`src/rtl/rr_interval_gen_if.sv`:
```
// Output stream of the RR interval generator: FIFO head, valid flag and
// consumer ready, as a plain valid/ready handshake.
interface rr_interval_gen_if;
    logic [7:0] rr_out;
    logic       rr_valid;
    logic       rr_ready;

    modport master (
        output rr_out,
        output rr_valid,
        input  rr_ready
    );

    modport slave (
        input  rr_out,
        input  rr_valid,
        output rr_ready
    );
endinterface

```
`src/rtl/rr_interval_gen.sv`:
```
// RR interval generator: synchronizes raw R-peak pulses, measures the time
// between accepted beats in units of TICKS_PER_UNIT clocks, applies a
// refractory window, and queues the intervals in a 4-entry fall-through FIFO.
module rr_interval_gen #(
    parameter int TICKS_PER_UNIT = 1000,
    parameter int REFRACT_UNITS  = 40
) (
    input  logic              clk,
    input  logic              rst_n,
    input  logic              ena,
    input  logic              beat_in,
    input  logic              clr_ovf,
    rr_interval_gen_if.master rr_bus,
    output logic              timeout,
    output logic              ovf,
    output logic [7:0]        beat_cnt
);

    typedef enum logic [1:0] {
        WAIT_FIRST,
        REFRACT,
        MEASURE
    } state_t;

    localparam logic [15:0] PRESC_MAX   = 16'(TICKS_PER_UNIT - 1);
    localparam logic [7:0]  REFRACT_LIM = 8'(REFRACT_UNITS);

    logic [2:0]  sync_q;
    logic        beat_evt;
    logic [15:0] presc_q;
    logic [15:0] presc_d;
    logic [7:0]  cnt_q;
    logic [7:0]  cnt_d;
    logic [7:0]  cnt_inc;
    logic        unit_tick;
    state_t      state_q;
    state_t      state_d;
    logic        push_req;
    logic        timeout_d;

    logic [7:0]  fifo_mem [4];
    logic [2:0]  wr_ptr;
    logic [2:0]  rd_ptr;
    logic [2:0]  fifo_count;
    logic        fifo_full;
    logic        fifo_empty;
    logic        pop;
    logic        push_ok;
    logic        push_drop;

    // bit 0/1 form the metastability synchronizer, bit 2 delays for edge detect
    assign beat_evt  = sync_q[1] & ~sync_q[2];
    assign unit_tick = (presc_q == PRESC_MAX);
    // the saturating increment doubles as the captured interval on a beat
    assign cnt_inc   = (unit_tick && cnt_q != 8'hFF) ? cnt_q + 8'd1 : cnt_q;

    // Synchronize the asynchronous beat input and keep one extra stage for edge detection.
    always_ff @(posedge clk or negedge rst_n) begin
        if (!rst_n) begin
            sync_q <= 3'b000;
        end else begin
            sync_q <= {sync_q[1:0], beat_in};
        end
    end

    // Measurement state, prescaler, interval counter and registered timeout pulse.
    always_ff @(posedge clk or negedge rst_n) begin
        if (!rst_n) begin
            state_q <= WAIT_FIRST;
            presc_q <= 16'd0;
            cnt_q   <= 8'd0;
            timeout <= 1'b0;
        end else begin
            state_q <= state_d;
            presc_q <= presc_d;
            cnt_q   <= cnt_d;
            timeout <= timeout_d;
        end
    end

    // Next-state logic: beats restart the count, refractory beats are ignored, overrun times out.
    always_comb begin
        state_d   = state_q;
        presc_d   = unit_tick ? 16'd0 : presc_q + 16'd1;
        cnt_d     = cnt_inc;
        push_req  = 1'b0;
        timeout_d = 1'b0;
        if (!ena) begin
            state_d = WAIT_FIRST;
            presc_d = 16'd0;
            cnt_d   = 8'd0;
        end else begin
            case (state_q)
                WAIT_FIRST: begin
                    if (beat_evt) begin
                        presc_d = 16'd0;
                        cnt_d   = 8'd0;
                        state_d = REFRACT;
                    end
                end
                REFRACT: begin
                    if (cnt_inc >= REFRACT_LIM) begin
                        state_d = MEASURE;
                    end
                end
                MEASURE: begin
                    if (beat_evt) begin
                        push_req = 1'b1;
                        presc_d  = 16'd0;
                        cnt_d    = 8'd0;
                        state_d  = REFRACT;
                    end else if (unit_tick && cnt_q == 8'hFF) begin
                        timeout_d = 1'b1;
                        state_d   = WAIT_FIRST;
                    end
                end
                default: begin
                    state_d = WAIT_FIRST;
                end
            endcase
        end
    end

    // pointers carry an extra wrap bit so full and empty are distinguishable
    assign fifo_count = wr_ptr - rd_ptr;
    assign fifo_full  = (fifo_count == 3'd4);
    assign fifo_empty = (wr_ptr == rd_ptr);
    assign pop        = ~fifo_empty & rr_bus.rr_ready;
    assign push_ok    = push_req & (~fifo_full | pop);
    assign push_drop  = push_req & fifo_full & ~pop;

    assign rr_bus.rr_valid = ~fifo_empty;
    assign rr_bus.rr_out   = fifo_empty ? 8'h00 : fifo_mem[rd_ptr[1:0]];

    // FIFO storage needs no reset; empty pointers mask stale contents.
    always_ff @(posedge clk) begin
        if (push_ok) begin
            fifo_mem[wr_ptr[1:0]] <= cnt_inc;
        end
    end

    // FIFO pointers, sticky overflow flag (set beats clear) and accepted-beat counter.
    always_ff @(posedge clk or negedge rst_n) begin
        if (!rst_n) begin
            wr_ptr   <= 3'd0;
            rd_ptr   <= 3'd0;
            ovf      <= 1'b0;
            beat_cnt <= 8'd0;
        end else begin
            if (push_ok) begin
                wr_ptr   <= wr_ptr + 3'd1;
                beat_cnt <= beat_cnt + 8'd1;
            end
            if (pop) begin
                rd_ptr <= rd_ptr + 3'd1;
            end
            if (push_drop) begin
                ovf <= 1'b1;
            end else if (clr_ovf) begin
                ovf <= 1'b0;
            end
        end
    end

endmodule

```
`src/flat_wrapper.sv`:
```
// flat-port wrapper written by rule: the top's interface ports become plain ports
module rr_interval_gen_flat 
#(
    parameter int TICKS_PER_UNIT = 1000,
    parameter int REFRACT_UNITS  = 40
)
  (clk, rst_n, ena, beat_in, clr_ovf, timeout, ovf, beat_cnt, rr_bus_rr_out, rr_bus_rr_valid, rr_bus_rr_ready);
  rr_interval_gen_if rr_bus_i ();
  input  logic clk;
  input  logic rst_n;
  input  logic ena;
  input  logic beat_in;
  input  logic clr_ovf;
  output logic timeout;
  output logic ovf;
  output logic [7:0] beat_cnt;
  output wire logic [$bits(rr_bus_i.rr_out)-1:0] rr_bus_rr_out;
  output wire logic [$bits(rr_bus_i.rr_valid)-1:0] rr_bus_rr_valid;
  input wire logic [$bits(rr_bus_i.rr_ready)-1:0] rr_bus_rr_ready;
  assign rr_bus_rr_out = rr_bus_i.rr_out;
  assign rr_bus_rr_valid = rr_bus_i.rr_valid;
  assign rr_bus_i.rr_ready = rr_bus_rr_ready;
  rr_interval_gen #(.TICKS_PER_UNIT(TICKS_PER_UNIT), .REFRACT_UNITS(REFRACT_UNITS)) u_core (.clk(clk), .rst_n(rst_n), .ena(ena), .beat_in(beat_in), .clr_ovf(clr_ovf), .rr_bus(rr_bus_i), .timeout(timeout), .ovf(ovf), .beat_cnt(beat_cnt));
endmodule
```
`config.mk`:
```
export PLATFORM = sky130hd
export DESIGN_NAME = rr_interval_gen_flat
export DESIGN_NICKNAME = d
export VERILOG_FILES = /design/src/rtl/rr_interval_gen_if.sv /design/src/rtl/rr_interval_gen.sv /design/src/flat_wrapper.sv
export SDC_FILE = /design/constraint.sdc
export NUM_CORES = 1
export LEC_CHECK = 0
export ABC_AREA = 0
export ABC_CLOCK_PERIOD_IN_PS = 2580
export CAP_MARGIN = 20
export CELL_PAD_IN_SITES_DETAIL_PLACEMENT = 1
export CELL_PAD_IN_SITES_GLOBAL_PLACEMENT = 2
export CORE_UTILIZATION = 41
export DETAILED_ROUTE_END_ITERATION = 16
export GPL_TIMING_DRIVEN = 0
export PLACE_DENSITY_LB_ADDON = 0.1
export SYNTH_ARGS = -nofsm -noshare
export SYNTH_HDL_FRONTEND = slang
export SYNTH_SLANG_ARGS = --single-unit
```
`constraint.sdc`:
```
create_clock -name clk -period 2.58 [get_ports clk]
set_clock_uncertainty 0.2 [all_clocks]
set_input_delay 0.645 -clock clk [delete_from_list [all_inputs] [get_ports clk]]
set_output_delay 0.645 -clock clk [all_outputs]
set_load 0.02 [all_outputs]
```
==> flow_results.xml <==
<?xml version="1.0" encoding="UTF-8"?>
<metrics>
  <group name="floorplanning">
    <metric name="design.core.area" unit="µm²">8260</metric>
    <metric name="num_io_pins" unit="">25</metric>
    <metric name="initial_utilization" unit="%">42.7</metric>
    <metric name="fp.dieArea" unit="µm²">8970</metric>
    <metric name="placementRows" unit="">33</metric>
    <metric name="width_of_the_die" unit="µm">94.7</metric>
    <metric name="die_h" unit="µm">94.7</metric>
  </group>
  <group name="place">
    <metric name="finalWeightedCongestion" unit="">0.712</metric>
    <metric name="hpwlAfterDp" unit="mm">4.77</metric>
    <metric name="io_buffer_count" unit="">24</metric>
    <metric name="place_ws" unit="ps">-648</metric>
  </group>
  <group name="logic_synthesis">
    <metric name="syn_nets" unit="">289</metric>
    <metric name="synth_cells" unit="">273</metric>
    <metric name="ys_ff_latch" unit="">77</metric>
    <metric name="main_synth_ff_type" unit="">sky130_fd_sc_hd__dfrtp_1</metric>
    <metric name="synth-edff-count" unit="">32</metric>
    <metric name="synth.yosys.seq_area_share" unit="%">59.2</metric>
    <metric name="synth_async_reset_ratio" unit="%">58.4</metric>
    <metric name="yosys.cell_types.count" unit="">41</metric>
    <metric name="synth.cell_area" unit="µm²">3520</metric>
    <metric name="syn_area_per_cell" unit="µm²">12.9</metric>
    <metric name="synth-warning-count" unit="">0</metric>
  </group>
  <group name="layout">
    <metric name="final_layout_size_suffix_gt1_share" unit="%">22.4</metric>
    <metric name="insertedDiodeCount" unit="">0</metric>
    <metric name="final_nets" unit="">332</metric>
    <metric name="area_growth_syn_to_layout" unit="%">20.3</metric>
  </group>
  <group name="clocking">
    <metric name="clock_path_buffers" unit="">2</metric>
    <metric name="cts_htree_levels" unit="">3</metric>
    <metric name="clock_latency" unit="ps">350</metric>
    <metric name="clock_tree_from_tritoncts" unit="">built</metric>
    <metric name="cts_num_sinks" unit="">77</metric>
    <metric name="clock-root-buffer" unit="">sky130_fd_sc_hd__clkbuf_8</metric>
    <metric name="path_clk_slew" unit="ps">90</metric>
    <metric name="cts_buffer_count" unit="">9</metric>
    <metric name="cts_hold_buf" unit="">0</metric>
  </group>
  <group name="global_route">
    <metric name="grt_start_max_net_pins" unit="">28</metric>
    <metric name="globalRoute.busiestLayer" unit="">met2</metric>
    <metric name="grt_util_all_layers" unit="%">17.9</metric>
    <metric name="globalRouteMet1Util" unit="%">25.2</metric>
    <metric name="grtUsageMet2" unit="%">27.6</metric>
    <metric name="grt_pass1_vias" unit="">2203</metric>
    <metric name="grt_antenna_before_repair" unit="">0</metric>
    <metric name="grt_pass1_wl" unit="mm">11.9</metric>
    <metric name="grt.overflow.total" unit="">0</metric>
    <metric name="gr-usage-met3" unit="%">2.90</metric>
  </group>
  <group name="sta">
    <metric name="worst_case_setup_margin_in_the_final_layout" unit="ps">-24.1</metric>
    <metric name="fmax" unit="MHz">384</metric>
    <metric name="worstMarginPinSlew" unit="ps">535</metric>
    <metric name="setup-violations-final" unit="">8</metric>
    <metric name="timing.slew.headroom" unit="%">64.1</metric>
    <metric name="finalHoldViolCount" unit="">0</metric>
    <metric name="min_period_over_period" unit="%">101</metric>
    <metric name="rsz_0062_raised_after_global_routing" unit="">yes</metric>
    <metric name="final_period_minus_worst_setup_slack" unit="ps">2600</metric>
    <metric name="timing.final.max_slew_violations" unit="">0</metric>
  </group>
  <group name="critical_path">
    <metric name="timing.critical_path.to_type" unit="">output port</metric>
    <metric name="cp_cell_sequence" unit="">buf_8 -&gt; mux4_2 -&gt; and2_4 -&gt; buf_6</metric>
    <metric name="setup.worst_path.class" unit="">reg2out</metric>
    <metric name="critical-path-max-stage-delay" unit="ps">530</metric>
    <metric name="setup.worst_path.start_class" unit="">register</metric>
    <metric name="cp_max_fo" unit="">5</metric>
    <metric name="timing.critical_path.slowest_stage_cell" unit="">sky130_fd_sc_hd__mux4_2</metric>
    <metric name="r2r_cells" unit="">7</metric>
    <metric name="timing.critical_path.arrival" unit="ps">1760</metric>
    <metric name="worst_ep_required_time" unit="ps">1740</metric>
  </group>
  <group name="pwr">
    <metric name="report.power.total" unit="µW">3550</metric>
    <metric name="irDropWorstVdd" unit="mV">0.281</metric>
    <metric name="powerDensity" unit="nW/µm²">837</metric>
    <metric name="power.leakage" unit="µW">0.00169</metric>
  </group>
  <group name="run_status">
    <metric name="run_status" unit="">finished, violations left</metric>
    <metric name="failed_checks" unit="">setup timing</metric>
  </group>
  <group name="min_path">
    <metric name="hold_path.class" unit="">in2async</metric>
  </group>
  <group name="job">
    <metric name="max_cap_violations" unit="">0</metric>
  </group>
  <group name="routing">
    <metric name="via_count" unit="">2238</metric>
    <metric name="firstDrtPassIters" unit="">4</metric>
    <metric name="drt_drc_violations_left" unit="">0</metric>
    <metric name="route.detailed.wl_per_inst" unit="µm">16.8</metric>
    <metric name="initialDrtViolationCount" unit="">88</metric>
    <metric name="detail_route.wirelength" unit="mm">7.17</metric>
    <metric name="number_of_antenna_violating_nets_in_the_routed_design" unit="">0</metric>
    <metric name="vias_per_cell" unit="">5.25</metric>
  </group>
</metrics>
final timing paths:
kind,startpoint,end,slack (ps)
worst max-delay path,u_core.rd_ptr[0]$_DFFE_PN0P_,rr_bus_rr_out[1],-20
worst min-delay path,rst_n,u_core.presc_q[14]$_DFF_PN0_,50
worst max register to register,u_core.rd_ptr[1]$_DFFE_PN0P_,u_core.fifo_mem[3][3]$_DFFE_PP_,280
worst min register to register,u_core.sync_q[0]$_DFF_PN0_,u_core.sync_q[1]$_DFF_PN0_,150
max in group asynchronous,rst_n,u_core.rd_ptr[0]$_DFFE_PN0P_,1620
min in group clk,u_core.sync_q[0]$_DFF_PN0_,u_core.sync_q[1]$_DFF_PN0_,150
flip-flops by register name, summed over array words and instances (netlist names):
register,cells
u_core.presc_q,16
u_core.rd_ptr,3
u_core.state_q,2
u_core.wr_ptr,3
u_core.beat_cnt,8
u_core.timeout,1
u_core.sync_q,3
u_core.fifo_mem,32
u_core.cnt_q,8
u_core.ovf,1
logic make-up (layout without fill, tap and decap cells):
kind of cell,Yosys count,count (layout),synth area share (%)
and+or+nand+nor,112,112,18.1
DFF,77,77,59.2
AOI/OAI and AO/OA,18,18,3.20
muxes,13,13,6.82
buffers and inverters,14,62,1.88
adders and majority gates,10,10,3.55
xor gates and xnor gates,29,29,7.21
placed cells by master, fill, tap and decap left out, types with 2 or more instances in the layout:
cell type                         count
sky130_fd_sc_hd__buf_4                6
sky130_fd_sc_hd__and2_4               7
sky130_fd_sc_hd__nand4_1             11
sky130_fd_sc_hd__inv_1                6
sky130_fd_sc_hd__xnor2_1             17
sky130_fd_sc_hd__clkinvlp_4           2
sky130_fd_sc_hd__o21ai_0              7
sky130_fd_sc_hd__nor2_1              23
sky130_fd_sc_hd__nor3_1               5
sky130_fd_sc_hd__xor2_1              12
sky130_fd_sc_hd__nand2b_1             2
sky130_fd_sc_hd__buf_6                9
sky130_fd_sc_hd__mux2_2               4
sky130_fd_sc_hd__buf_2                2
sky130_fd_sc_hd__edfxtp_1            32
sky130_fd_sc_hd__ha_1                 9
sky130_fd_sc_hd__and3b_1              2
sky130_fd_sc_hd__nand2_1             16
sky130_fd_sc_hd__and3_1               9
sky130_fd_sc_hd__nand3_1             11
sky130_fd_sc_hd__dfrtp_1             44
sky130_fd_sc_hd__clkbuf_8            12
sky130_fd_sc_hd__a211oi_1             2
sky130_fd_sc_hd__nor2b_1              8
sky130_fd_sc_hd__inv_6                2
sky130_fd_sc_hd__mux4_2               8
sky130_fd_sc_hd__clkinv_4             3
sky130_fd_sc_hd__clkdlybuf4s50_1     14
sky130_fd_sc_hd__a21oi_1              4
sky130_fd_sc_hd__and2_1               5
worst max-delay path, delay by kind of cell, from the launching register on:
family | cells | cell delay (ps)
mux | 1 | 530
flops | 1 | 440
buf+inv | 2 | 270
simple gates | 1 | 160
per-stage QoR:
stage,cell area (µm²),setup TNS [ps],std cells,hold WS [ps],utilization [%]
2_1_floorplan,3520,0,273,131,-
3_3_place_gp,3900,-46860,402,137,47.2
3_5_place_dp,3910,-17370,403,136,47.4
4_1_cts,4230,-277,426,54.4,51.2
5_1_grt,4240,-490,426,65.8,51.3
6_report,4240,-99.1,426,49.1,51.3
synth_stat cells, drive strengths merged, types with 2 or more instances:
master	n	area share (%)
edfxtp	32	27
o21ai	8	1.1
buf	4	0.82
nor2b	8	1.4
and2	12	2.1
and3	10	1.8
dfrtp	45	32
xnor2	17	4.2
nand4	12	2.6
nand2b	2	0.36
and4b	2	0.60
xor2	12	3.0
mux4	8	5.1
nand3	12	1.7
nor2	24	2.6
inv	7	0.75
and3b	2	0.50
clkbuf	3	0.32
nand2	16	1.7
nor3	5	0.71
a21oi	4	0.57
ha	10	3.6
mux2	5	1.7
a211oi	2	0.43
layer usage:
metal	wire [µm]	share of wire [%]	up-vias
li1	-	-	1064
met1	3410	48	1136
met2	3470	48	28
met3	177	2.5	10
met4	112	1.6	0
met5	0	0	-
final cells by class:
class	count	area, µm²
Buffer	7	72.6
Multi-Input combinational cell	182	1420
Timing Repair Buffer	32	323
Inverter	7	26.3
Sequential cell	77	2090
Tap cell	105	131
Fill cell	860	4020
Clock buffer	9	124
Clock inverter	7	58.8
report_power, final:
part           total [µW]  switching, µW  internal, µW
Sequential           1410           73.1          1330
Clock                 839            478           361
Combinational        1300            586           717
Total                3550           1140          2410
timing repair:
action	CTS	global route
setup endpoints to repair	48	58
resized for setup	64	11
pin swaps	4	5
setup buffers	5	1
cloned	2	0
Note: power is estimated with default switching activity, not from simulation.
